===== src/rtl/nios2core_pio_poller_pkg.sv =====
// nios2core_pio_poller_pkg: shared FSM type, register offset and count-width helper for the PIO poller
package nios2core_pio_poller_pkg;
  typedef enum logic [1:0] {IDLE, RD_REQ, RD_WAIT, WR_REQ} state_t;
  localparam logic [31:0] PIO_DATA_OFS = 32'h0;
  function automatic int cnt_w(input int debounce);
    return $clog2(debounce + 1);
  endfunction
endpackage


===== src/rtl/nios2core_key_debounce.sv =====
// nios2core_key_debounce: accepts a new key level after DEBOUNCE identical samples and pulses its edges
module nios2core_key_debounce
  import nios2core_pio_poller_pkg::*;
#(
  parameter int WIDTH    = 3,
  parameter int DEBOUNCE = 4
) (
  input  logic             clk,
  input  logic             reset,
  input  logic [WIDTH-1:0] sample,
  input  logic             sample_valid,
  output logic [WIDTH-1:0] key_state,
  output logic [WIDTH-1:0] key_press,
  output logic [WIDTH-1:0] key_release
);
  localparam int CW = cnt_w(DEBOUNCE);
  localparam logic [CW-1:0] MAXC = CW'(DEBOUNCE);
  logic [WIDTH-1:0] last;
  logic [CW-1:0] count, count_n;
  logic take;
  always_comb begin
    count_n = sample != last ? CW'(1) : count == MAXC ? count : count + CW'(1);
    take = sample_valid && count_n == MAXC && sample != key_state;
  end
  always_ff @(posedge clk) begin
    if (reset) begin
      last <= '0;
      count <= '0;
      key_state <= '0;
      key_press <= '0;
      key_release <= '0;
    end else begin
      key_press <= take ? sample & ~key_state : '0;
      key_release <= take ? ~sample & key_state : '0;
      if (sample_valid) begin
        last <= sample;
        count <= count_n;
      end
      if (take) key_state <= sample;
    end
  end
endmodule


===== src/rtl/nios2core_pio_poller.sv =====
// nios2core_pio_poller: Avalon-MM master polling a key/LED PIO and forwarding LED writes
module nios2core_pio_poller
  import nios2core_pio_poller_pkg::*;
#(
  parameter int          WIDTH    = 3,
  parameter int          POLL_DIV = 50000,
  parameter int          DEBOUNCE = 4,
  parameter logic [31:0] PIO_BASE = 32'h0
) (
  input  logic             clk,
  input  logic             reset,
  output logic [31:0]      avm_address,
  output logic             avm_read,
  output logic             avm_write,
  output logic [31:0]      avm_writedata,
  input  logic             avm_waitrequest,
  input  logic [31:0]      avm_readdata,
  input  logic             avm_readdatavalid,
  output logic [WIDTH-1:0] key_state,
  output logic [WIDTH-1:0] key_press,
  output logic [WIDTH-1:0] key_release,
  input  logic [WIDTH-1:0] led_data,
  input  logic             led_valid,
  output logic             led_ready
);
  localparam int DW = $clog2(POLL_DIV);
  localparam logic [DW-1:0] DIV_MAX = DW'(POLL_DIV - 1);
  state_t state, state_n;
  logic [DW-1:0] div;
  logic [WIDTH-1:0] buf_data;
  logic poll_pend, buf_full, ent_wr, tick, accept, unused_rd;
  assign tick = div == DIV_MAX;
  assign accept = led_valid && !buf_full;
  assign led_ready = ~buf_full;
  assign avm_address = PIO_BASE + PIO_DATA_OFS;
  assign avm_read = state == RD_REQ;
  assign avm_write = state == WR_REQ;
  assign unused_rd = ^(avm_readdata >> WIDTH);
  always_comb begin
    state_n = state;
    case (state)
      IDLE:    state_n = buf_full ? WR_REQ : poll_pend ? RD_REQ : IDLE;
      RD_REQ:  state_n = avm_waitrequest ? RD_REQ : RD_WAIT;
      RD_WAIT: state_n = avm_readdatavalid ? IDLE : RD_WAIT;
      WR_REQ:  state_n = avm_waitrequest ? WR_REQ : IDLE;
      default: state_n = IDLE;
    endcase
  end
  always_ff @(posedge clk) begin
    if (reset) begin
      state <= IDLE;
      div <= '0;
      poll_pend <= 1'b0;
      buf_full <= 1'b0;
      buf_data <= '0;
      ent_wr <= 1'b0;
      avm_writedata <= '0;
    end else begin
      state <= state_n;
      div <= tick ? '0 : div + DW'(1);
      poll_pend <= (state == IDLE && state_n == RD_REQ) ? 1'b0 : tick ? 1'b1 : poll_pend;
      ent_wr <= state != WR_REQ && state_n == WR_REQ;
      buf_full <= accept ? 1'b1 : ent_wr ? 1'b0 : buf_full;
      if (accept) buf_data <= led_data;
      if (state != WR_REQ && state_n == WR_REQ) avm_writedata <= 32'(buf_data);
    end
  end
  nios2core_key_debounce #(
    .WIDTH(WIDTH),
    .DEBOUNCE(DEBOUNCE)
  ) u_deb (
    .clk(clk),
    .reset(reset),
    .sample(avm_readdata[WIDTH-1:0]),
    .sample_valid(state == RD_WAIT && avm_readdatavalid),
    .key_state(key_state),
    .key_press(key_press),
    .key_release(key_release)
  );
endmodule


===== config.mk =====
export PLATFORM = sky130hd
export DESIGN_NAME = nios2core_pio_poller
export DESIGN_NICKNAME = d
export VERILOG_FILES = /design/src/rtl/nios2core_pio_poller_pkg.sv /design/src/rtl/nios2core_key_debounce.sv /design/src/rtl/nios2core_pio_poller.sv
export SDC_FILE = /design/constraint.sdc
export NUM_CORES = 1
export LEC_CHECK = 0
export ABC_AREA = 1
export CORE_MARGIN = 5
export CORE_UTILIZATION = 42
export CTS_BUF_LIST = sky130_fd_sc_hd__clkbuf_8
export CTS_CLUSTER_SIZE = 30
export DETAILED_ROUTE_END_ITERATION = 12
export GPL_TIMING_DRIVEN = 0
export PLACE_DENSITY = 0.87
export SLEW_MARGIN = 10
export SYNTH_ARGS = -nofsm -noshare
export SYNTH_HDL_FRONTEND = slang
export SYNTH_SLANG_ARGS = --single-unit

===== constraint.sdc =====
create_clock -name clk -period 1.5 [get_ports clk]
set_input_delay 0.3 -clock clk [delete_from_list [all_inputs] [get_ports clk]]
set_output_delay 0.3 -clock clk [all_outputs]
set_load 0.03 [all_outputs]

* Word-level counts from Yosys, hierarchy flattened
Cells that the tools add are included.
** Cells by class
- Add/subtract/negate cells :: 2
- Equal/unequal tests :: 11
- Muxes and demuxes :: 10
- Bitwise logic cells :: 6
- Reduce and logical (&&, ||, !) cells :: 12
** Operator list (number)
- $add 16x1->16 const B :: 1
- $eq 16x16->1 const B :: 1
- $mux 2 :: 4
- $pmux 2 s4 :: 1
- $and 3x3->3 :: 2
- $eq 2x2->1 const B :: 3
- $eq 3x3->1 const B :: 2
- $logic_and 1x1->1 :: 6
- $mux 3 :: 2
- $ne 3x3->1 :: 2
- $not 3->3 :: 2
- $reduce_or 2->1 :: 3
- $eq 2x1->1 const B :: 2
- $add 3x1->3 const B :: 1
- $mux 1 :: 3
- $logic_not 2->1 :: 1
- $ne 2x2->1 const B :: 1
- $not 1->1 :: 2
- $reduce_bool 2->1 :: 1
- $logic_not 1->1 :: 1
** Word-level totals
- Bits in registers :: 42
- Input bits :: 40
- Output and inout port bits :: 76
- Logic and storage cells :: 53

* Longest topological paths before layout
- Depth after elaboration :: 8
- Mapped depth :: 10

* By module
Synthesis repeated with hierarchy kept, for this count alone.
** Unflattened totals
- Cells, all modules :: 351
- Area total of the unflattened synthesis :: 2570.0 um^2
** By module, submodules not included
- nios2core_pio_poller :: instances 1, cells an instance 256, area an instance 1774.2 um^2, seq. area each 540.5 um^2
- nios2core_key_debounce :: instances 1, cells an instance 95, area an instance 795.8 um^2, seq. area each 300.3 um^2

* Worst setup path before layout
OpenSTA, ideal clock, no wires.
- Path kind :: reg2reg
- From :: reg u_deb.key_state[0]
- To :: reg u_deb.key_state[0]
- Library setup time :: 0.113 ns
- Arrival time :: 1.374 ns
- Required time :: 1.387 ns
- Slack :: 0.013 ns
- Cell stages (with the launch flop) :: 8
- Clock period less this slack :: 1.487 ns
- Path through :: dfxtp_1 > ha_1 > nand3_1 > nand3_1 > nor2_1 > nand3_2 > nor2_1 > nor2_1
** Between the ends
- Longest elaborated chain between the ends :: 2
** RTL lines
- start, declared :: RTL line nios2core_key_debounce.sv:12 : output logic [WIDTH-1:0] key_state,
- start signal, assigned :: RTL line nios2core_key_debounce.sv:39 : if (take) key_state <= sample;
- $ne 3x3->1 :: RTL line nios2core_key_debounce.sv:23 : take = sample_valid && count_n == MAXC && sample != key_state;
- $logic_and 1x1->1 :: RTL line nios2core_key_debounce.sv:23
No other way between the ends.
A chain may end at the register's enable or synchronous reset.

* Worst setup path after layout
- From :: in avm_readdata[1]
- To :: reg u_deb.key_state[2]
** Between the ends
- Longest elaborated chain between the ends :: 5
** RTL lines
- start, declared :: RTL line nios2core_pio_poller.sv:17 : input logic [31:0] avm_readdata,
- $ne 3x3->1 :: RTL line nios2core_key_debounce.sv:22 : count_n = sample != last ? CW'(1) : count == MAXC ? count : count + CW'(1);
- $mux 3 :: RTL line nios2core_key_debounce.sv:22
- $eq 3x3->1 :: RTL line nios2core_key_debounce.sv:23
- $logic_and 1x1->1 :: RTL line nios2core_key_debounce.sv:23
- $logic_and 1x1->1 * :: RTL line nios2core_key_debounce.sv:23
Mark *: on every way between the ends. The rest lies on a longest branch, timed or not.

==> metrics.txt <==
placed cells=479; Final Worst Setup Slack=0.02965 ns; Critical R2R Launch=div[0]; die area=7345 um^2; fill cell count=504; die extent in y=85.71 um; cell taking the most area after synthesis=dfxtp_1; Residual DRC=0; arrival time at the worst endpoint=1.67 ns; Synth Area in Simple Gates=24.90%; CTS sink cnt=42; Hold Vio Cnt, Final=0; Core ar.=5540 um^2; skew final=0.01077 ns; # hold bufs at CTS=0; most numerous cell in the Yosys netlist=buf_4; Finished Layout Cells=493; post-synthesis mux area share=0%; most used cell, CP=nor2_1; Yosys Warn Count=0; mapped cell area=2407 um^2; FF-to-FF setup slack=0.04 ns; top post-synthesis cells by area=dfxtp_1 35%, buf_4 19%, nor2_1 8.4%, nand2_1 7.3%, inv_1 5.1%; status=finished, final reports clean; Worst Path Buf+Inv=2; CP Launch Type=input pin; Initial DRT Pass Iterations=4; reg2reg end=div[11]; Sw Ratio=31.58%; Reg power frac=46.7%; syn avg cell area=7.476 um^2; Int Pwr=1.733 mW; Final Critical Period=1.470 ns; Slowest-stage cell, CP=ha_1; Reg2Reg Depth=7; period utilization=98.02%; CTS buffer count=5; fin util=57.59%; Rows=27; Comb power frac=23.1%; ratio of cells with drive above 1 in the final layout=27.08%; Port Buffers=25; sequential area share after synthesis=34.93%; Synth Register Bits=42; area taken by multi-input logic gates=1261 um^2; global-route wire length before repair=7.845 mm; aggregate global-route resource usage=13.21%; min-delay worst type=in -> reg; vias in the first global route=1906; Iteration-0 DRC Markers=94; Post-Synthesis Cells=322; Min Hold Slack=0.4158 ns; Top Ports=116; Critical Path Fanout Max=6; placed cell area=2973 um^2; Root Buffer=clkbuf_8; Power per Cell Area=793.8 nW/um^2; Routed Antenna Nets=0; final setup TNS=0 ns; H-Tree Depth=2; main combinational cell family by area after synthesis=buffers and inverters; Antenna Diode Count=0; placer congestion estimate=0.8930; vias per inst=4.150; nets=469; VDD IR-drop max=0.3288 mV; Setup Slack @ Placement=-0.5750 ns; CP endpoint=u_deb.key_state[2]; Critical Path Start=avm_readdata[1]; GR Overflow Total=0; storage element area=852.1 um^2; vias=2046; max cap viols=0; Final Power=2.533 mW; Post-Route WL=4.890 mm; Post-Synth XOR/XNOR Area=2.911%; WL/cell=9.919 um; adder-cell area share of the yosys netlist=4.678%; final setup violating endpoints=0; CP top delay family=simple AND/OR/NAND/NOR gates; f_max=680.1 MHz; initial antenna violation count=0; RSZ-0062 raised after global routing=yes; Commonest cells post-synth=61 x buf_4, 54 x nor2_1, 47 x nand2_1, 42 x dfxtp_1, 33 x inv_1; clock latency on the worst-skew pair=0.30 ns; Clock transition at path regs=0.09 ns; WP depth=9; Post-synth ARST share=0%; WP data required=1.70 ns; largest net degree at the start of global routing=14; clock share of power=30.1%; top_reg_cell synth=dfxtp_1; Detail Placement HPWL=3.781 mm; CTS tree=built; clock buffer depth=2; Static Leakage=1.566 nW; post-synth top area share=34.93%; CP Cell Sequence=clkdlybuf4s15_1 > inv_1 > ha_1 > nand3_1 > nand3_2 > nor2_4 > nand3_4 > nor2_1 > nor2_1; Starting Density=43.45%; Worst Setup End Kind=flip-flop; Area growth, synth to finish=32.54%; Setup Crit Path Kind=in -> reg; Final Slew Violations=0; compound-cell area share of the yosys netlist=7.121%; synth unique cells=30; number of synthesized flops with an enable pin=0; design area=3191 um^2; die width=85.71 um; CP max stage delay=0.30 ns; Net Sw Power=799.8 uW
==> power groups by stage <==
stage / logic, mW / registers, mW / clock network [mW]
floorplan: 0.463 / 1.22 / 0
global placement: 0.560 / 1.20 / 0
detailed placement: 0.568 / 1.21 / 0
CTS: 0.565 / 1.18 / 0.772
global route: 0.634 / 1.19 / 0.846
finish: 0.586 / 1.18 / 0.763
==> how the worst min path moves through the flow <==
| stage | startpoint | endpoint | slack (ns) | depth (start not counted) |
|---|---|---|---|---|
| finish | avm_readdata[0] | u_deb.key_state[0] | 0.42 | 3 |
| global route | avm_readdata[1] | u_deb.key_state[1] | 0.43 | 3 |
| CTS | div[0] | div[0] | 0.45 | 1 |
| detailed placement | div[0] | div[0] | 0.43 | 1 |
| global placement | div[0] | div[0] | 0.43 | 1 |
| floorplan | reset | u_deb.count[1] | 0.37 | 1 |
==> cell families (layout without fill, tap and decap cells) <==
kind of cell    count (synthesis)  in the layout
fa+ha+maj                       9              9
flops                          42             42
buf+inv                        99            138
other cells                     1             61
compound gates                 31             31
xor+xnor                        8              8
simple gates                  132            132
==> repair_timing <==
item                                    4_1_cts  5_1_grt
buffers inserted                              3        2
hold endpoints to repair                      0        0
pin swaps                                     2        5
resized for setup                            26       30
endpoints found under the setup margin       35       27
cloned                                        0        1
==> worst reg2reg max path, stage by stage, from the launching register on <==
cell and delay (ns):
dfxtp_4 0.37, ha_4 0.14, nand2_2 0.08, nor2_4 0.16, nand4_4 0.12, o21ai_4 0.27
buf_4 0.18, a21oi_1 0.04
==> flip-flops by register name (all words and copies together) (netlist names), 3 cells and up <==
name               cells
div                   16
u_deb.key_release      3
u_deb.key_state        3
u_deb.count            3
buf_data               3
avm_writedata          3
u_deb.last             3
u_deb.key_press        3
==> placed cells by master (no fill, tap or decap), types with 3 or more instances in the layout <==
master           instances
a21oi_1                 15
buf_4                   65
buf_6                    3
clkbuf_8                 6
clkdlybuf4s15_1          3
clkdlybuf4s50_1          7
conb_1                  61
dfxtp_1                 37
dfxtp_2                  3
dlygate4sd2_1           13
ha_1                     7
inv_1                   31
inv_2                    5
nand2_1                 43
nand2_2                  8
nand3_1                  8
nand4_1                  4
nor2_1                  52
nor2_4                   3
o21ai_0                 12
xnor2_1                  4
xor2_1                   4
==> layer usage <==
layer / GRT usage (%) / wire [um] / vias to the layer above
met2: 23.73 / 2550 / 78
met4: 8.201 / 161 / 0
met5: 0 / 0 / -
li1: - / - / 1072
met1: 13.18 / 1759 / 880
met3: 4.131 / 419 / 16
==> cell type report <==
type / instances / area share, %
sequential: 42 / 26.71
inverter: 36 / 4.235
buffer: 63 / 14.86
multi-input combinational: 241 / 39.53
timing repair buffer: 31 / 8.863
clock buffer: 6 / 2.588
clock inverter: 2 / 0.3922
tap: 72 / 2.824
(Power assumes the default switching activity.)
